[src/rtl/rgb_pkg.sv]
// rgb_pkg: shared types, FSM encoding, ramp helpers and gamma table for
// rgb_fade_sequencer and its command FIFO.
package rgb_pkg;

  // Field widths carried through the command FIFO; the top-level RATE_W and
  // HOLD_W must not exceed these.
  localparam int CMD_RATE_W = 16;
  localparam int CMD_HOLD_W = 16;

  typedef struct packed {
    logic [7:0] r;
    logic [7:0] g;
    logic [7:0] b;
  } rgb_t;

  typedef struct packed {
    rgb_t                  rgb;
    logic [CMD_RATE_W-1:0] rate;
    logic [CMD_HOLD_W-1:0] hold;
  } fade_cmd_t;

  typedef enum logic [1:0] {
    ST_IDLE,
    ST_LOAD,
    ST_FADE,
    ST_HOLD
  } fade_state_e;

  typedef logic [255:0][7:0] gamma_lut_t;

  // One unit step of a channel toward its target; never overshoots or wraps.
  function automatic logic [7:0] step_chan(input logic [7:0] cur, input logic [7:0] tgt);
    logic [7:0] res;
    res = cur;
    if (cur < tgt)      res = cur + 8'd1;
    else if (cur > tgt) res = cur - 8'd1;
    return res;
  endfunction

  function automatic rgb_t step_rgb(input rgb_t cur, input rgb_t tgt);
    rgb_t res;
    res.r = step_chan(cur.r, tgt.r);
    res.g = step_chan(cur.g, tgt.g);
    res.b = step_chan(cur.b, tgt.b);
    return res;
  endfunction

  // Exact integer gamma-2.2 table, rounded to nearest.
  // 2.2 = 11/5, so y = 255*(i/255)^2.2 satisfies y^5 = i^11 / 255^6.
  // round(y) is the largest t with (t - 0.5)^5 <= y^5, i.e.
  // (2t-1)^5 * 255^6 <= 32 * i^11, found by an 8-step binary search.
  function automatic gamma_lut_t gamma_build();
    gamma_lut_t   lut;
    logic [127:0] s6;
    logic [127:0] rhs;
    logic [127:0] lhs;
    logic [127:0] odd;
    logic [7:0]   y;
    logic [7:0]   t;
    s6 = 128'd1;
    for (int k = 0; k < 6; k++) s6 = s6 * 128'd255;
    for (int i = 0; i < 256; i++) begin
      rhs = 128'd32;
      for (int k = 0; k < 11; k++) rhs = rhs * 128'(i);
      y = '0;
      for (int bit_i = 7; bit_i >= 0; bit_i--) begin
        t   = y | (8'd1 << bit_i);
        odd = 128'({t, 1'b0}) - 128'd1;
        lhs = s6;
        for (int k = 0; k < 5; k++) lhs = lhs * odd;
        if (lhs <= rhs) y = t;
      end
      lut[i] = y;
    end
    return lut;
  endfunction

`ifdef RGB_FADE_GAMMA_EN
  localparam gamma_lut_t GAMMA_LUT = gamma_build();
`endif

endpackage

[src/rtl/rgb_cmd_fifo.sv]
// rgb_cmd_fifo: synchronous FIFO of fade commands with full/empty flags,
// synchronous active-high reset and a flush input that empties it in one cycle.
module rgb_cmd_fifo
  import rgb_pkg::*;
#(
  parameter int DEPTH = 4
) (
  input  logic      clk,
  input  logic      rst,
  input  logic      flush_i,
  input  logic      push_i,
  input  fade_cmd_t wr_data_i,
  input  logic      pop_i,
  output fade_cmd_t rd_data_o,
  output logic      full_o,
  output logic      empty_o
);

  localparam int AW = $clog2(DEPTH);

  fade_cmd_t        mem_q [DEPTH];
  logic      [AW:0] wr_ptr_q;
  logic      [AW:0] rd_ptr_q;
  logic             do_push;
  logic             do_pop;

  // Pointers carry one extra wrap bit so full and empty are distinguishable.
  assign empty_o   = (wr_ptr_q == rd_ptr_q);
  assign full_o    = (wr_ptr_q[AW] != rd_ptr_q[AW]) &&
                     (wr_ptr_q[AW-1:0] == rd_ptr_q[AW-1:0]);
  assign do_push   = push_i && !full_o;
  assign do_pop    = pop_i && !empty_o;
  assign rd_data_o = mem_q[rd_ptr_q[AW-1:0]];

  // Pointer update; flush wins over any push or pop in the same cycle.
  always_ff @(posedge clk) begin
    // NOTE: sequential state uses non-blocking assignments so every register
    // samples pre-edge values regardless of statement order.
    if (rst || flush_i) begin
      wr_ptr_q <= '0;
      rd_ptr_q <= '0;
    end else begin
      if (do_push) wr_ptr_q <= wr_ptr_q + 1'b1;
      if (do_pop)  rd_ptr_q <= rd_ptr_q + 1'b1;
    end
  end

  // Storage write.
  always_ff @(posedge clk) begin
    // NOTE: the storage array is deliberately not reset; the pointers alone
    // define which entries are valid, so stale data is never observed.
    if (do_push && !flush_i) mem_q[wr_ptr_q[AW-1:0]] <= wr_data_i;
  end

endmodule

[src/rtl/rgb_fade_sequencer.sv]
// rgb_fade_sequencer: queues colour commands and ramps the three 8-bit LED
// channel values linearly toward each target, holds, then takes the next one.
// Optional macro RGB_FADE_GAMMA_EN adds a registered gamma-2.2 output stage.
module rgb_fade_sequencer
  import rgb_pkg::*;
#(
  parameter int FIFO_DEPTH = 4,
  parameter int RATE_W     = 16,
  parameter int HOLD_W     = 16
) (
  input  logic              clk,
  input  logic              rst,
  input  logic              enable,
  input  logic              abort,
  input  logic              cmd_valid,
  output logic              cmd_ready,
  input  logic [23:0]       cmd_rgb,
  input  logic [RATE_W-1:0] cmd_rate,
  input  logic [HOLD_W-1:0] cmd_hold,
  output logic [7:0]        led_r_out,
  output logic [7:0]        led_g_out,
  output logic [7:0]        led_b_out,
  output logic              busy,
  output logic              done_pulse
);

  fade_state_e       state_q, state_d;
  rgb_t              cur_q, cur_d;
  fade_cmd_t         cmd_q, cmd_d;
  logic [RATE_W-1:0] tick_q, tick_d;
  logic [HOLD_W-1:0] hold_q, hold_d;

  fade_cmd_t         fifo_wr;
  fade_cmd_t         fifo_rd;
  logic              fifo_full;
  logic              fifo_empty;
  logic              fifo_pop;
  logic              tick;

  assign cmd_ready = !fifo_full && !abort;
  assign busy      = (state_q != ST_IDLE) || !fifo_empty;
  assign tick      = (tick_q == cmd_q.rate[RATE_W-1:0]);

  // Widen the command fields into the FIFO entry format.
  always_comb begin
    fifo_wr      = '0;
    fifo_wr.rgb  = rgb_t'(cmd_rgb);
    fifo_wr.rate = CMD_RATE_W'(cmd_rate);
    fifo_wr.hold = CMD_HOLD_W'(cmd_hold);
  end

  rgb_cmd_fifo #(
    .DEPTH (FIFO_DEPTH)
  ) u_fifo (
    .clk       (clk),
    .rst       (rst),
    .flush_i   (abort),
    .push_i    (cmd_valid && cmd_ready),
    .wr_data_i (fifo_wr),
    .pop_i     (fifo_pop),
    .rd_data_o (fifo_rd),
    .full_o    (fifo_full),
    .empty_o   (fifo_empty)
  );

  // Next-state, ramp and counter logic; abort overrides, pause freezes all.
  always_comb begin
    // NOTE: every signal assigned here gets a default first, so no path
    // leaves one unassigned and no latch is inferred.
    state_d    = state_q;
    cur_d      = cur_q;
    cmd_d      = cmd_q;
    tick_d     = tick_q;
    hold_d     = hold_q;
    fifo_pop   = 1'b0;
    done_pulse = 1'b0;
    if (abort) begin
      state_d = ST_IDLE;
    end else if (enable) begin
      unique case (state_q)
        ST_IDLE: begin
          if (!fifo_empty) begin
            fifo_pop = 1'b1;
            cmd_d    = fifo_rd;
            state_d  = ST_LOAD;
          end
        end
        ST_LOAD: begin
          tick_d  = '0;
          state_d = ST_FADE;
        end
        ST_FADE: begin
          if (cur_q == cmd_q.rgb) begin
            // Restart the step period so each hold tick is a whole period.
            state_d = ST_HOLD;
            hold_d  = cmd_q.hold[HOLD_W-1:0];
            tick_d  = '0;
          end else begin
            tick_d = tick ? '0 : tick_q + 1'b1;
            if (tick) cur_d = step_rgb(cur_q, cmd_q.rgb);
          end
        end
        ST_HOLD: begin
          if (hold_q == '0) begin
            state_d    = ST_IDLE;
            done_pulse = 1'b1;
          end else begin
            tick_d = tick ? '0 : tick_q + 1'b1;
            if (tick) hold_d = hold_q - 1'b1;
          end
        end
        default: state_d = ST_IDLE;
      endcase
    end
  end

  // State, ramp and counter registers.
  always_ff @(posedge clk) begin
    if (rst) begin
      state_q <= ST_IDLE;
      cur_q   <= '0;
      cmd_q   <= '0;
      tick_q  <= '0;
      hold_q  <= '0;
    end else begin
      state_q <= state_d;
      cur_q   <= cur_d;
      cmd_q   <= cmd_d;
      tick_q  <= tick_d;
      hold_q  <= hold_d;
    end
  end

`ifdef RGB_FADE_GAMMA_EN
  rgb_t led_q;

  // Registered gamma lookup of the linear ramp values.
  always_ff @(posedge clk) begin
    if (rst) begin
      led_q <= '0;
    end else begin
      led_q.r <= GAMMA_LUT[cur_q.r];
      led_q.g <= GAMMA_LUT[cur_q.g];
      led_q.b <= GAMMA_LUT[cur_q.b];
    end
  end

  assign led_r_out = led_q.r;
  assign led_g_out = led_q.g;
  assign led_b_out = led_q.b;
`else
  assign led_r_out = cur_q.r;
  assign led_g_out = cur_q.g;
  assign led_b_out = cur_q.b;
`endif

endmodule

[config.mk]
export PLATFORM = sky130hd
export DESIGN_NAME = rgb_fade_sequencer
export DESIGN_NICKNAME = d
export VERILOG_FILES = /design/src/rtl/rgb_pkg.sv /design/src/rtl/rgb_cmd_fifo.sv /design/src/rtl/rgb_fade_sequencer.sv
export SDC_FILE = /design/constraint.sdc
export NUM_CORES = 1
export LEC_CHECK = 0
export ABC_AREA = 1
export BUFFER_PORTS_ARGS = -buffer_cell sky130_fd_sc_hd__buf_2
export CORE_MARGIN = 5
export CORE_UTILIZATION = 30
export DETAILED_ROUTE_END_ITERATION = 6
export HOLD_SLACK_MARGIN = 0.02
export SLEW_MARGIN = 20
export SYNTH_ARGS = -nofsm -noshare
export SYNTH_HDL_FRONTEND = slang
export SYNTH_SLANG_ARGS = --single-unit
[constraint.sdc]
create_clock -name clk -period 6.1 [get_ports clk]
set_clock_uncertainty 0.05 [all_clocks]
set_input_delay 1.22 -clock clk [delete_from_list [all_inputs] [get_ports clk]]
set_output_delay 1.22 -clock clk [all_outputs]
set_load 0.005 [all_outputs]
# Word level (Yosys, flattened, before mapping)
# Memory sizes are Yosys's and may differ from the RTL's. A register that Yosys moved wholly into a read port is not among the register bits.
# Index checks and enable logic that the tools add are counted.
# Widths: inputs -> output; s select.
op_classes:
  magnitude_cmp: 6
  mux: 28
  bitwise_logic: 3
  n_eq_ne: 13
  reduce_logical: 27
  addsub: 10
op_table:
  columns: ["operator", "count"]
  rows:
  - ["$mux 16", 6]
  - ["$mux 8", 6]
  - ["$pmux 16 s3", 1]
  - ["$pmux 16 s2", 1]
  - ["$add 8x1->8 const B", 3]
  - ["$eq 24x24->1", 1]
  - ["$gt 8x8->1", 3]
  - ["$lt 8x8->1", 3]
  - ["$reduce_and 6->1", 4]
  - ["$sub 8x1->8 const B", 3]
  - ["$add 16x1->16 const B", 1]
  - ["$eq 16x16->1", 1]
  - ["$logic_not 16->1", 1]
  - ["$sub 16x1->16 const B", 1]
  - ["$reduce_and 4->1", 3]
  - ["$mux 1", 10]
  - ["$ne 2x2->1 const B", 5]
  - ["$reduce_bool 2->1", 5]
  - ["$pmux 2 s4", 1]
  - ["$add 3x1->3 const B", 2]
  - ["$logic_and 1x1->1", 6]
  - ["$mux 2", 3]
  - ["$eq 2x2->1 const B", 2]
  - ["$eq 3x3->1", 1]
  - ["other kinds (9)", 14]
word_totals:
  out_inout_bits: 27
  elab_cells: 96
  in_bits: 61
  ramBits: 224
  ff_bits: 64
  mem_count: 1
memory_table:
  columns: ["name", "depth", "word_bits", "rd", "rd_clocked_by_memory_dff", "write_ports", "line_no", "source"]
  rows:
  - ["u_fifo.mem_q", 4, 56, 1, 1, 1, "rgb_cmd_fifo.sv:21", "fade_cmd_t mem_q [DEPTH];"]

# Logic depth before layout (Yosys ltp)
# Gate-level depths: netlist of the first run.
logic_depth:
  ltp_word: 9
  mapped_depth: 20
  mapped_depth_nobuf: 20

# Modules after synthesis
# A second synthesis of the first run with hierarchy kept.
unflattened:
  cells_unflattened: 1662
  area_unflattened_um2: 16123.0
modules_own_cells:
  columns: ["mod", "seq_area_each_um2", "instances", "cells_each", "area_each_um2"]
  rows:
  - ["rgb_cmd_fifo", 6886.6, 1, 617, 9150.0]
  - ["rgb_fade_sequencer", 2282.2, 1, 1045, 6972.9]

# Least setup slack after synthesis of the first run
# OpenSTA, ideal clock, no wires.
synth_timing:
  kind: "input to register"
  from: "in abort"
  to: "mem u_fifo.mem_q[3][0] (netlist bit), enable pin"
  setup_ns: 0.473
  cell_stages: 5
  path_slack_ns: 1.631
  t_arrival_ns: 3.946
  path_buffers: 0
  t_required_ns: 5.577
  cell_sequence: "inv_1 -> o21ai_1 -> inv_1 -> nand2_1 -> nor2_1"
synth_between:
  elab_chain_cells: 7
synth_lines:
  columns: ["element", "line_no", "source"]
  rows:
  - ["from (decl)", "rgb_fade_sequencer.sv:14", "input logic abort,"]
  - ["$logic_not 1->1", "rgb_fade_sequencer.sv:40", "assign cmd_ready = !fifo_full && !abort;"]
  - ["$logic_and 1x1->1", "rgb_fade_sequencer.sv:40", null]
  - ["net cmd_ready", "rgb_fade_sequencer.sv:16", "output logic cmd_ready,"]
  - ["$logic_and 1x1->1", "rgb_fade_sequencer.sv:58", ".push_i (cmd_valid && cmd_ready),"]
  - ["$logic_and 1x1->1", "rgb_cmd_fifo.sv:31", "assign do_push = push_i && !full_o;"]
  - ["$logic_and 1x1->1", "rgb_cmd_fifo.sv:52", "if (do_push && !flush_i) mem_q[wr_ptr_q[AW-1:0]] <= wr_data_i;"]
  - ["$mux 1", "rgb_cmd_fifo.sv:52", null]
  - ["$mux 1 (not written as such)", "rgb_cmd_fifo.sv:52", null]
  - ["to (decl)", "rgb_cmd_fifo.sv:21", null]
# The timed path passes the listed nets, and every way through them passes these cells.

# Final worst setup path of the first run
layout_timing:
  from: "reg state_q[1]"
  to: "out done_pulse"
layout_between:
  elab_chain_cells: 4
layout_lines:
  columns: ["element", "line_no", "source"]
  rows:
  - ["from (decl)", "rgb_fade_sequencer.sv:27", "fade_state_e state_q, state_d;"]
  - ["from (signal assigned)", "rgb_fade_sequencer.sv:126", "state_q <= state_d;"]
  - ["$eq 2x2->1", "rgb_fade_sequencer.sv:80", "unique case (state_q)"]
  - ["$mux 1", "rgb_fade_sequencer.sv:80", null]
  - ["$mux 1", "rgb_fade_sequencer.sv:79", "end else if (enable) begin"]
  - ["$mux 1", "rgb_fade_sequencer.sv:77", "if (abort) begin"]
  - ["to (decl)", "rgb_fade_sequencer.sv:24", "output logic done_pulse"]
# Every way passes these cells.

==> impl_metrics.prom, run 1 <==
# TYPE chip_impl_metric gauge
chip_impl_metric{name="syn-num-nets",unit=""} 1771
chip_impl_metric{name="layout.nets",unit=""} 1836
chip_impl_metric{name="share_of_async_settable_or_async_resettable_flops_after_synthesis",unit="%"} 0
chip_impl_metric{name="drt_pass1_iterations",unit=""} 5
chip_impl_metric{name="track_usage",unit="%"} 12.99
chip_impl_metric{name="dp_cells",unit=""} 2359
chip_impl_info{name="critical_path_source",value="state_q[1]"} 1
chip_impl_metric{name="worstPathMaxFanout",unit=""} 17
chip_impl_metric{name="dr.first_iter.drc_count",unit=""} 656
chip_impl_metric{name="final_hold_viol_count",unit=""} 0
chip_impl_metric{name="grt_antenna_before_repair",unit=""} 14
chip_impl_metric{name="r2r_setup_slack",unit="ps"} 2850
chip_impl_metric{name="slew_violations",unit=""} 0
chip_impl_info{name="worst_setup_path_end_kind",value="primary output"} 1
chip_impl_metric{name="cap_viol_max_count",unit=""} 0
chip_impl_metric{name="power_density",unit="nW/µm²"} 276.3
chip_impl_metric{name="max-clock-path-buffers",unit=""} 3
chip_impl_metric{name="worst_path_largest_cell_delay",unit="ps"} 640
chip_impl_metric{name="grt_first_pass_wirelength",unit="µm"} 60090
chip_impl_info{name="cts_root_buf",value="clkbuf_16"} 1
chip_impl_metric{name="finalSetupTns",unit="ps"} 0
chip_impl_metric{name="clock-sinks",unit=""} 344
chip_impl_metric{name="antenna_violating_nets_post_route",unit=""} 0
chip_impl_metric{name="share_of_the_clock_period_used_by_the_worst_path_after_layout",unit="%"} 60.84
chip_impl_metric{name="post_cts_resized",unit=""} 0
chip_impl_info{name="crit_path_cell_trace",value="ha_1 -> nand4_1 -> nor2_1 -> buf_2"} 1
chip_impl_metric{name="routed_via_density",unit=""} 4.696
chip_impl_info{name="worst_r2r_src",value="u_fifo.rd_ptr_q[0]"} 1
chip_impl_metric{name="pin_count",unit=""} 88
chip_impl_metric{name="worst-endpoint-arrival",unit="ps"} 2440
chip_impl_info{name="tritoncts",value="done"} 1
chip_impl_metric{name="remaining_drc_errors",unit=""} 0
chip_impl_metric{name="post_synth.cell_area_avg",unit="µm²"} 9.411
chip_impl_metric{name="areaGrowthSynthToFinish",unit="%"} 14.42
chip_impl_metric{name="worstMarginPinSlew",unit="ps"} 1057
chip_impl_metric{name="pin_count_of_the_biggest_net_entering_global_routing",unit=""} 99
chip_impl_metric{name="synth.lib_cells_used.distinct",unit=""} 41
chip_impl_metric{name="grt-ovfl-total",unit=""} 0
chip_impl_metric{name="drive_above_1_share",unit="%"} 11.57
chip_impl_metric{name="fmaxAchievable",unit="MHz"} 269.4
chip_impl_info{name="status",value="finished, final reports clean"} 1
chip_impl_metric{name="routed-via-count",unit=""} 11411
chip_impl_metric{name="power.static_leakage",unit="nW"} 7.053
chip_impl_metric{name="final_setup_violation_count",unit=""} 0
chip_impl_metric{name="cts.clk_slew.worst_paths",unit="ps"} 60
chip_impl_metric{name="ys_seq_area_share",unit="%"} 58.64
chip_impl_metric{name="core_area",unit="µm²"} 51410
chip_impl_info{name="grt_setup_unrepaired",value="false"} 1
chip_impl_metric{name="ys_seq_elements",unit=""} 344
chip_impl_metric{name="hpwl",unit="µm"} 25150
chip_impl_metric{name="netlist_area",unit="µm²"} 15570
chip_impl_info{name="setup.worst_path.start_class",value="flip-flop"} 1
chip_impl_metric{name="final_replace_weighted_congestion",unit=""} 0.8120
chip_impl_metric{name="critPathRequiredTime",unit="ps"} 4830
chip_impl_metric{name="max-vdd-ir-drop",unit="µV"} 158.5
chip_impl_metric{name="syn-instance-count",unit=""} 1654
chip_impl_info{name="synth-main-ff-cell",value="edfxtp_1"} 1
chip_impl_metric{name="synth_enable_flop_cells",unit=""} 224
chip_impl_metric{name="vertical_extent_of_the_die",unit="µm"} 237.8
chip_impl_metric{name="slew_headroom",unit="%"} 29.35
chip_impl_metric{name="holdBufCountCts",unit=""} 0
chip_impl_metric{name="row_count",unit=""} 83
chip_impl_info{name="cpMaxStageDelayCell",value="ha_1"} 1
chip_impl_metric{name="period_needed",unit="ps"} 3711
chip_impl_metric{name="finalNonFillerCells",unit=""} 2430
chip_impl_metric{name="port-buffer-count",unit=""} 87
chip_impl_metric{name="floorplan.initialDensity",unit="%"} 30.28
chip_impl_metric{name="detail_route.wl_per_cell",unit="µm"} 15.59
chip_impl_info{name="hold_path.class",value="flip-flop to flip-flop"} 1
chip_impl_metric{name="fp.dieArea",unit="µm²"} 56540
chip_impl_metric{name="htreeDepth",unit=""} 2
chip_impl_metric{name="setup_buffers_after_cts",unit=""} 0
chip_impl_metric{name="ys_warn_count",unit=""} 0
chip_impl_info{name="setup.worst_path.class",value="flip-flop to primary output"} 1
chip_impl_metric{name="clk-insertion-delay-late",unit="ps"} 520
chip_impl_info{name="hold_path_startpoint",value="u_fifo.wr_ptr_q[2]"} 1
chip_impl_metric{name="routed_wl",unit="µm"} 37900
chip_impl_metric{name="fp.dieW",unit="µm"} 237.8
chip_impl_metric{name="cts_buffers",unit=""} 36
chip_impl_metric{name="n_fill_cell",unit=""} 5135
chip_impl_metric{name="number_of_global_route_vias_before_repair",unit=""} 10775
## through the flow
stage	setup WS [ps]	power [W]	area [µm²]	hold WS (ps)	util, %
final	2389	0.004921	17810	449.9	34.65
after global routing	2245	0.005113	17800	486.2	34.63
after detailed placement	2300	0.002925	16650	424.5	32.39
after global placement	2338	0.002913	16650	411.0	32.39
after floorplan	1631	0.002812	15570	395.8	-
after CTS	2345	0.004972	17750	442.0	34.53
## layer usage
| layer | global-route usage, % | wire [µm] |
|---|---|---|
| met1 | 17.73 | 17270 |
| met5 | 0 | 151 |
| met3 | 3.098 | 2356 |
| met4 | 3.236 | 714 |
| met2 | 20.95 | 17400 |
## logic make-up after synthesis
family / synth area share, %
simple gates: 18.53
flops: 58.64
compound gates: 11.05
buf+inv: 5.273
fa+ha+maj: 4.646
xor+xnor: 1.857
## power by group
group          switching, W  internal (W)
combinational      0.000231      0.000106
sequential        0.0000181       0.00252
clock              0.000900       0.00115
## critical path, delay by kind of cell (launching register included)
kind	cells	cell delay (ps)
adders and majority gates	1	640
buffers and inverters	1	160
DFF	1	380
and+or+nand+nor	2	740
## path summary, 6_finish.rpt
check / end / depth (start not counted)
worst min register to register: u_fifo.wr_ptr_q[2] / 1
worst max-delay path: done_pulse / 4
worst min-delay path: u_fifo.wr_ptr_q[2] / 1
worst max register to register: u_fifo.mem_q[0][35] / 7
## flip-flops by register name, summed over array words and instances, names as in the netlist
signal / count
u_fifo.mem_q: 224
cmd_q: 56
hold_q: 16
tick_q: 16
led_b_out: 8
led_g_out: 8
led_r_out: 8
u_fifo.rd_ptr_q: 3
u_fifo.wr_ptr_q: 3
state_q: 2
## cells in the mapped netlist (11+ instances only)
| library cell | count | area (µm²) |
|---|---|---|
| nand3_1 | 37 | 185.2 |
| nand4_1 | 28 | 175.2 |
| nor2_1 | 344 | 1291 |
| inv_2 | 14 | 52.55 |
| ha_1 | 53 | 663.1 |
| a31oi_1 | 58 | 362.9 |
| o21ai_0 | 198 | 991.0 |
| dfxtp_1 | 120 | 2402 |
| a21oi_1 | 49 | 245.2 |
| nand2_1 | 242 | 908.4 |
| xnor2_1 | 18 | 157.7 |
| buf_2 | 11 | 55.05 |
| edfxtp_1 | 224 | 6726 |
| clkbuf_1 | 45 | 168.9 |
| inv_1 | 121 | 454.2 |
| xor2_1 | 15 | 131.4 |
## layout make-up
| type | instances | area [µm²] | area share (%) |
|---|---|---|---|
| clock inverters | 18 | 117.6 | 0.6603 |
| well taps | 680 | 850.8 | 4.777 |
| repair buffers | 98 | 550.5 | 3.091 |
| diodes | 4 | 10.01 | 0.05620 |
| inverters | 137 | 519.2 | 2.915 |
| multi-input cells | 1102 | 5647 | 31.70 |
| clock buffers | 47 | 982.2 | 5.515 |
| flip-flops and latches | 344 | 9134 | 51.28 |
## cells in the final DEF, fill, tap and decap left out, types with 49 or more instances in the layout
master | Yosys | final
inv_1 | 121 | 120
nor2_1 | 344 | 340
dfxtp_1 | 120 | 118
a21oi_1 | 49 | 49
buf_2 | 11 | 87
a31oi_1 | 58 | 58
edfxtp_1 | 224 | 224
nand2_1 | 242 | 242
ha_1 | 53 | 53
o21ai_0 | 198 | 198
(Power assumes the default switching activity.)
==> run 2, diff against run 1 <==
- clock period: 6.1 -> 3.7 ns (I/O delays scaled with it)
==> run 2 against run 1 <==
Effect of this change:
- die area unchanged
- clock power increased by 71%
- sequential share of layout area decreased by 0.34 points
- sequential power increased by 65%
- critical path depth increased by 3
- combinational power increased by 68%
- routed wire length decreased by 0.85%
- critical path type unchanged
- worst hold slack got worse by 71 ps
==> impl_metrics.prom, run 2 (synthesized netlist as in run 1, its figures left out) <==
# TYPE chip_impl_metric gauge
chip_impl_info{name="mostFrequentLayoutCell",value="nor2_1"} 1
chip_impl_metric{name="power.static_leakage",unit="nW"} 7.101
chip_impl_info{name="r2r-end",value="led_r_out[7]"} 1
chip_impl_metric{name="layout.nets",unit=""} 1843
chip_impl_metric{name="max-vdd-ir-drop",unit="µV"} 262.8
chip_impl_metric{name="routed_via_density",unit=""} 4.670
chip_impl_metric{name="setup_buffers_after_cts",unit=""} 0
chip_impl_metric{name="htreeDepth",unit=""} 2
chip_impl_metric{name="routed-via-count",unit=""} 11362
chip_impl_metric{name="worstMarginPinSlew",unit="ps"} 815.2
chip_impl_metric{name="cp.depth",unit=""} 7
chip_impl_info{name="final_cell_mix",value="nor2_1 (340), nand2_1 (242), edfxtp_1 (224), o21ai_0 (198), inv_1 (120)"} 1
chip_impl_metric{name="track_usage",unit="%"} 12.97
chip_impl_info{name="grt_setup_unrepaired",value="false"} 1
chip_impl_metric{name="pin_count",unit=""} 88
chip_impl_metric{name="dp_cells",unit=""} 2368
chip_impl_info{name="worst_r2r_src",value="led_r_out[7]"} 1
chip_impl_metric{name="worst_hold_path.num_cells",unit=""} 1
chip_impl_metric{name="max-clock-path-buffers",unit=""} 3
chip_impl_metric{name="holdBufCountCts",unit=""} 0
chip_impl_metric{name="cts_buffers",unit=""} 36
chip_impl_metric{name="drive_above_1_share",unit="%"} 12.32
chip_impl_metric{name="post_cts_resized",unit=""} 0
chip_impl_metric{name="antenna-diode-count",unit=""} 0
chip_impl_metric{name="routed_wl",unit="µm"} 37570
chip_impl_metric{name="critPathRequiredTime",unit="ps"} 2910
chip_impl_metric{name="number_of_global_route_vias_before_repair",unit=""} 10783
chip_impl_info{name="min_to",value="u_fifo.mem_q[2][22]"} 1
chip_impl_metric{name="remaining_drc_errors",unit=""} 0
chip_impl_metric{name="floorplan.initialDensity",unit="%"} 30.28
chip_impl_metric{name="cap_viol_max_count",unit=""} 0
chip_impl_metric{name="final_setup_violation_count",unit=""} 0
chip_impl_metric{name="grt_first_pass_wirelength",unit="µm"} 59640
chip_impl_metric{name="clock-sinks",unit=""} 344
chip_impl_info{name="setup.worst_path.start_class",value="flip-flop"} 1
chip_impl_metric{name="fp.dieArea",unit="µm²"} 56540
chip_impl_metric{name="slew_headroom",unit="%"} 45.65
chip_impl_info{name="worst_setup_path_end_kind",value="primary output"} 1
chip_impl_metric{name="finalSetupTns",unit="ps"} 0
chip_impl_metric{name="worstPathMaxFanout",unit=""} 6
chip_impl_metric{name="reg2regPathDepth",unit=""} 14
chip_impl_metric{name="worst_path_largest_cell_delay",unit="ps"} 330
chip_impl_metric{name="finalNonFillerCells",unit=""} 2433
chip_impl_metric{name="dr.first_iter.drc_count",unit=""} 824
chip_impl_metric{name="core_area",unit="µm²"} 51410
chip_impl_metric{name="drt_pass1_iterations",unit=""} 5
chip_impl_info{name="cp_top_family",value="simple AND/OR/NAND/NOR gates"} 1
chip_impl_info{name="setup.worst_path.class",value="flip-flop to primary output"} 1
chip_impl_info{name="cpMaxStageDelayCell",value="dfxtp_1"} 1
chip_impl_info{name="cts_root_buf",value="clkbuf_16"} 1
chip_impl_metric{name="detail_route.wl_per_cell",unit="µm"} 15.44
chip_impl_metric{name="r2r_setup_slack",unit="ps"} 970
chip_impl_metric{name="power_density",unit="nW/µm²"} 460.1
chip_impl_metric{name="cp_num_buf_inv",unit=""} 2
chip_impl_info{name="hold_path.class",value="primary input to flip-flop"} 1
chip_impl_metric{name="fp.dieW",unit="µm"} 237.8
chip_impl_metric{name="row_count",unit=""} 83
chip_impl_metric{name="port-buffer-count",unit=""} 87
chip_impl_info{name="status",value="finished, final reports clean"} 1
chip_impl_info{name="tritoncts",value="done"} 1
chip_impl_metric{name="hpwl",unit="µm"} 24240
chip_impl_metric{name="areaGrowthSynthToFinish",unit="%"} 15.19
chip_impl_metric{name="finish.utilization",unit="%"} 34.88
chip_impl_metric{name="period_needed",unit="ps"} 3049
chip_impl_info{name="hold_path_startpoint",value="cmd_rate[6]"} 1
chip_impl_metric{name="vertical_extent_of_the_die",unit="µm"} 237.8
chip_impl_metric{name="grt_antenna_before_repair",unit=""} 11
chip_impl_metric{name="final_hold_viol_count",unit=""} 0
chip_impl_info{name="crit_path_cell_trace",value="inv_2 -> ha_1 -> nand3_2 -> nor2_2 -> nand4_1 -> nor2_1 -> buf_2"} 1
chip_impl_metric{name="fmaxAchievable",unit="MHz"} 328.0
chip_impl_metric{name="worst-endpoint-arrival",unit="ps"} 2260
chip_impl_metric{name="share_of_the_clock_period_used_by_the_worst_path_after_layout",unit="%"} 82.41
chip_impl_metric{name="largest_reg_flops",unit=""} 224
chip_impl_metric{name="final_replace_weighted_congestion",unit=""} 0.8330
chip_impl_metric{name="cts.clk_slew.worst_paths",unit="ps"} 60
chip_impl_metric{name="antenna_violating_nets_post_route",unit=""} 0
chip_impl_metric{name="clk-insertion-delay-late",unit="ps"} 530
chip_impl_metric{name="slew_violations",unit=""} 0
chip_impl_metric{name="grt-ovfl-total",unit=""} 0
chip_impl_metric{name="pin_count_of_the_biggest_net_entering_global_routing",unit=""} 116
[run 2: layer usage]
| metal | global-route usage (%) | share of wire [%] | vias to the layer above |
|---|---|---|---|
| li1 | - | - | 5750 |
| met1 | 16.86 | 44 | 5287 |
| met2 | 21.54 | 47 | 230 |
| met3 | 3.295 | 6.3 | 75 |
| met4 | 3.673 | 2.2 | 20 |
| met5 | 0 | 0.31 | - |
[run 2: final cells by class]
type / count / area (µm²)
inverter: 137 / 514.2
sequential: 344 / 9134
fill: 5100 / 33470
multi-input combinational: 1102 / 5647
timing repair buffer: 105 / 633.1
tap: 680 / 850.8
clock buffer: 44 / 982.2
clock inverter: 21 / 170.2
[run 2: worst max-delay path by stage]
stage / endpoint / from / slack (ps)
after floorplan: u_fifo.mem_q[0][0] / abort / -240
after global placement: u_fifo.mem_q[2][21] / abort / 1090
after detailed placement: led_r_out[7] / led_r_out[5] / 1030
after CTS: done_pulse / hold_q[0] / 600
after global routing: done_pulse / hold_q[0] / 450
final: done_pulse / hold_q[0] / 650
[run 2: report_power, final]
group	switching [W]	total, W	internal [W]	leakage (nW)
logic	0.000387	0.000568	0.000180	3.56
registers	0.0000234	0.00418	0.00415	3.00
clock network	0.00152	0.00351	0.00199	0.541
total	0.00193	0.00825	0.00632	7.10
[run 2: metrics by stage]
step | worst slack (ps) | cell area (µm²) | power [W] | hold WS (ps)
after floorplan | -241.0 | 15570 | 0.004637 | 395.8
after global placement | 1093 | 16780 | 0.004810 | 411.9
after detailed placement | 1031 | 16780 | 0.004829 | 417.7
after CTS | 598.0 | 17930 | 0.008358 | 350.3
after global routing | 451.7 | 17930 | 0.008572 | 360.1
final | 651.0 | 17930 | 0.008250 | 378.9
[run 2: worst register-to-register path, stage by stage (launching register included)]
cell and delay (ps):
dfxtp_1 350, ha_1 320, a21o_1 190, nor2_1 130
nand2_1 250, ha_1 430, a21oi_1 180, nand2_1 120
nand2_1 120, nor2_1 50, nor2_1 120, nand3_1 90
nand2_1 70, nand2_1 50, a21oi_1 140
==> run 3, diff against run 2 <==
- ABC_AREA: 1 -> 0
- clock period: 3.7 -> 2.75 ns (I/O delays scaled with it)
==> run 3 against run 2 <==
Effect of this change:
- the flow now finishes with violations (setup timing)
- area after synthesis shrank 3.4%
- sequential cell count did not move
- clock power is 34% higher
- via count is 13% lower
- clock-buffer cell count down 1
- critical path type is now flip-flop to flip-flop
- combinational power grew 2%
- synthesized cell count is 30% lower
- register-to-register slack lost 1400 ps
- die area is 3.3% lower
- critical endpoint is now led_b_out[7]
- total power increased by 32%
- worst hold slack worse by 190 ps
- sequential share of layout area is 3.2 points lower
==> impl_metrics.prom, run 3 <==
# TYPE chip_impl_metric gauge
chip_impl_metric{name="r2r_setup_slack",unit="ps"} -480
chip_impl_metric{name="syn-instance-count",unit=""} 1160
chip_impl_metric{name="cts_buffers",unit=""} 36
chip_impl_metric{name="fp.dieW",unit="µm"} 233.8
chip_impl_metric{name="clock-sinks",unit=""} 344
chip_impl_info{name="post-synth-top-count-cell",value="edfxtp_1"} 1
chip_impl_metric{name="layout.nets",unit=""} 1497
chip_impl_info{name="worst_setup_path_end_kind",value="flip-flop"} 1
chip_impl_info{name="failing_checks",value="setup timing"} 1
chip_impl_metric{name="grt_first_pass_wirelength",unit="µm"} 55330
chip_impl_info{name="mostFrequentLayoutCell",value="edfxtp_1"} 1
chip_impl_metric{name="final_hold_viol_count",unit=""} 0
chip_impl_metric{name="post_synth.cell_area_avg",unit="µm²"} 12.96
chip_impl_metric{name="power_density",unit="nW/µm²"} 565.6
chip_impl_metric{name="max-vdd-ir-drop",unit="µV"} 346.8
chip_impl_info{name="synth-main-ff-cell",value="edfxtp_1"} 1
chip_impl_metric{name="route.layer.met1.wl",unit="µm"} 15820
chip_impl_metric{name="antenna_violating_nets_post_route",unit=""} 0
chip_impl_info{name="main_combinational_cell_family_by_area_after_synthesis",value="simple AND/OR/NAND/NOR gates"} 1
chip_impl_metric{name="finish.utilization",unit="%"} 38.53
chip_impl_metric{name="n_fill_cell",unit=""} 4794
chip_impl_metric{name="synth_enable_flop_cells",unit=""} 224
chip_impl_metric{name="slew_headroom",unit="%"} 40.45
chip_impl_metric{name="grt_antenna_before_repair",unit=""} 6
chip_impl_metric{name="port-buffer-count",unit=""} 87
chip_impl_metric{name="worst_hold_path.num_cells",unit=""} 1
chip_impl_metric{name="power.static_leakage",unit="nW"} 6.958
chip_impl_metric{name="dr.first_iter.drc_count",unit=""} 472
chip_impl_metric{name="htreeDepth",unit=""} 2
chip_impl_metric{name="grt-ovfl-total",unit=""} 0
chip_impl_metric{name="routed-via-count",unit=""} 9834
chip_impl_metric{name="synth_compound_gate_area_share",unit="%"} 8.849
chip_impl_info{name="worst_r2r_src",value="cmd_q[33]"} 1
chip_impl_metric{name="arithmetic_cell_share_of_the_synthesized_area_counting_full_adders_half_adders_and_majority_gates",unit="%"} 4.811
chip_impl_metric{name="ys_warn_count",unit=""} 0
chip_impl_metric{name="met3_length",unit="µm"} 1414
chip_impl_metric{name="detail_route.wl_per_cell",unit="µm"} 16.92
chip_impl_metric{name="pin_count_of_the_biggest_net_entering_global_routing",unit=""} 59
chip_impl_metric{name="routed_wl",unit="µm"} 35200
chip_impl_metric{name="fp.dieArea",unit="µm²"} 54680
chip_impl_metric{name="final_critical_path_setup_slack",unit="ps"} -477.1
chip_impl_metric{name="final_setup_violation_count",unit=""} 13
chip_impl_metric{name="drt_pass1_iterations",unit=""} 5
chip_impl_metric{name="worstPathMaxFanout",unit=""} 6
chip_impl_metric{name="track_usage",unit="%"} 12.67
chip_impl_metric{name="hpwl",unit="µm"} 22870
chip_impl_metric{name="share_of_the_clock_period_used_by_the_worst_path_after_layout",unit="%"} 117.4
chip_impl_metric{name="cap_viol_max_count",unit=""} 0
chip_impl_metric{name="reg2regPathDepth",unit=""} 14
chip_impl_metric{name="areaGrowthSynthToFinish",unit="%"} 27.81
chip_impl_metric{name="synth-xor-area-share",unit="%"} 2.447
chip_impl_metric{name="mux_share_of_post_synthesis_cell_area",unit="%"} 10.16
chip_impl_metric{name="final_replace_weighted_congestion",unit=""} 0.8057
chip_impl_metric{name="routed_via_density",unit=""} 4.728
chip_impl_metric{name="row_count",unit=""} 82
chip_impl_info{name="hold_path.class",value="primary input to flip-flop"} 1
chip_impl_metric{name="syn-num-nets",unit=""} 1277
chip_impl_metric{name="slew_violations",unit=""} 0
chip_impl_info{name="final_cell_mix",value="edfxtp_1 (224), nand2_1 (152), buf_4 (122), dfxtp_1 (99), buf_2 (86)"} 1
chip_impl_metric{name="period_needed",unit="ps"} 3227
chip_impl_info{name="setup.worst_path.class",value="flip-flop to flip-flop"} 1
chip_impl_metric{name="synth-simple-area-share",unit="%"} 10.39
chip_impl_metric{name="remaining_drc_errors",unit=""} 0
chip_impl_metric{name="met2_wirelength",unit="µm"} 17180
chip_impl_info{name="status",value="complete, but fails checks"} 1
chip_impl_metric{name="number_of_global_route_vias_before_repair",unit=""} 9977
chip_impl_info{name="maxUsedRoutingLayer",value="met5"} 1
chip_impl_metric{name="netlist_area",unit="µm²"} 15030
chip_impl_metric{name="share_of_async_settable_or_async_resettable_flops_after_synthesis",unit="%"} 0
chip_impl_metric{name="synth.lib_cells_used.distinct",unit=""} 73
chip_impl_info{name="tritoncts",value="done"} 1
chip_impl_metric{name="fin_hold_ws",unit="ps"} 186.6
chip_impl_metric{name="largest_reg_flops",unit=""} 224
chip_impl_info{name="cts_root_buf",value="clkbuf_16"} 1
chip_impl_metric{name="ys_seq_elements",unit=""} 344
chip_impl_info{name="hold_path_startpoint",value="cmd_hold[14]"} 1
chip_impl_info{name="min_to",value="u_fifo.mem_q[2][14]"} 1
chip_impl_metric{name="post-synth-top-area-fraction",unit="%"} 44.75
chip_impl_info{name="r2r-end",value="led_b_out[7]"} 1
chip_impl_metric{name="worstMarginPinSlew",unit="ps"} 893.3
chip_impl_info{name="grt_setup_unrepaired",value="true"} 1
chip_impl_metric{name="vertical_extent_of_the_die",unit="µm"} 233.8
chip_impl_metric{name="pin_count",unit=""} 88
chip_impl_metric{name="drive_above_1_share",unit="%"} 33.69
chip_impl_metric{name="ys_seq_area_share",unit="%"} 60.73
chip_impl_metric{name="cts.clk_slew.worst_paths",unit="ps"} 70
chip_impl_metric{name="worst-endpoint-arrival",unit="ps"} 3590
chip_impl_metric{name="max-clock-path-buffers",unit=""} 3
chip_impl_info{name="synth_commonest_cells",value="edfxtp_1 (224), nand2_1 (152), dfxtp_1 (120)"} 1
chip_impl_metric{name="critPathRequiredTime",unit="ps"} 3110
chip_impl_metric{name="holdBufCountCts",unit=""} 0
chip_impl_info{name="synth.largest_area_cell",value="edfxtp_1"} 1
chip_impl_metric{name="clk-insertion-delay-late",unit="ps"} 520
chip_impl_metric{name="core_area",unit="µm²"} 49860
chip_impl_info{name="setup.worst_path.start_class",value="flip-flop"} 1
chip_impl_metric{name="floorplan.initialDensity",unit="%"} 30.14
chip_impl_info{name="critical_path_source",value="cmd_q[33]"} 1
chip_impl_info{name="netlist_top_cells_area",value="edfxtp_1 (45%), dfxtp_1 (16%), mux4_2 (8.4%)"} 1
chip_impl_metric{name="fmaxAchievable",unit="MHz"} 309.9
[run 3: metrics by stage]
| stage | area (µm²) | instances | total power [W] | setup slack, ps | setup TNS, ps |
|---|---|---|---|---|---|
| after floorplan | 15280 | 1160 | 0.005971 | -410.0 | -982.9 |
| after global routing | 19210 | 2080 | 0.01129 | -599.5 | -5234 |
| after global placement | 17380 | 1986 | 0.006184 | -526.3 | -3667 |
| after CTS | 18780 | 2066 | 0.01098 | -472.0 | -2654 |
| after detailed placement | 17390 | 1986 | 0.006204 | -579.4 | -3487 |
| final | 19210 | 2080 | 0.01087 | -477.1 | -3081 |
[run 3: cell type report]
cell class	count	area, µm²	area share [%]
multi-input combinational	717	6105	31.78
antenna	1	2.502	0.01303
timing repair buffer	235	1760	9.164
inverter	46	175.2	0.9118
clock inverter	22	191.4	0.9965
clock buffer	43	968.4	5.041
tap	672	840.8	4.377
sequential	344	9168	47.72
[run 3: worst max path at each step]
stage	slack [ps]	end
2_1_floorplan	-410	led_b_out[7]
3_3_place_gp	-530	led_b_out[7]
3_5_place_dp	-580	led_b_out[7]
4_1_cts	-470	led_b_out[7]
5_1_grt	-600	led_b_out[7]
6_report	-480	led_b_out[7]
[run 3: per-layer routing]
metal / track usage, % / up-vias
met2: 21.31 / 156
li1: - / 4767
met5: 0 / -
met3: 2.337 / 57
met1: 16.95 / 4846
met4: 3.395 / 8
[run 3: critical path, stage by stage, from the launching register on]
cell and delay, ps:
dfxtp_2 330, inv_2 40, ha_4 230, nor2b_4 120, o211a_1 240, o21ba_4 200, or2_4 290, buf_4 160
ha_1 300, nor2_1 60, o21bai_1 160, o41ai_2 100, or3_1 330, a21oi_2 170, mux2_4 310
[run 3: cells by family after synthesis]
| group | count (synthesis) |
|---|---|
| buffers and inverters | 99 |
| muxes | 82 |
| DFF | 344 |
| and+or+nand+nor | 330 |
| AOI/OAI and AO/OA | 207 |
| xor gates and xnor gates | 42 |
| adders and majority gates | 56 |
[run 3: repair_timing]
action / in CTS / in global routing
resized for setup: 27 / 70
pin swaps: 23 / 46
buffers inserted: 15 / 20
endpoints found under the setup margin: 27 / 38
cloned: 0 / 1
[run 3: where the power goes]
part	switching, W	internal (W)
sequential	0.0000181	0.00555
combinational	0.000303	0.000273
clock	0.00199	0.00273
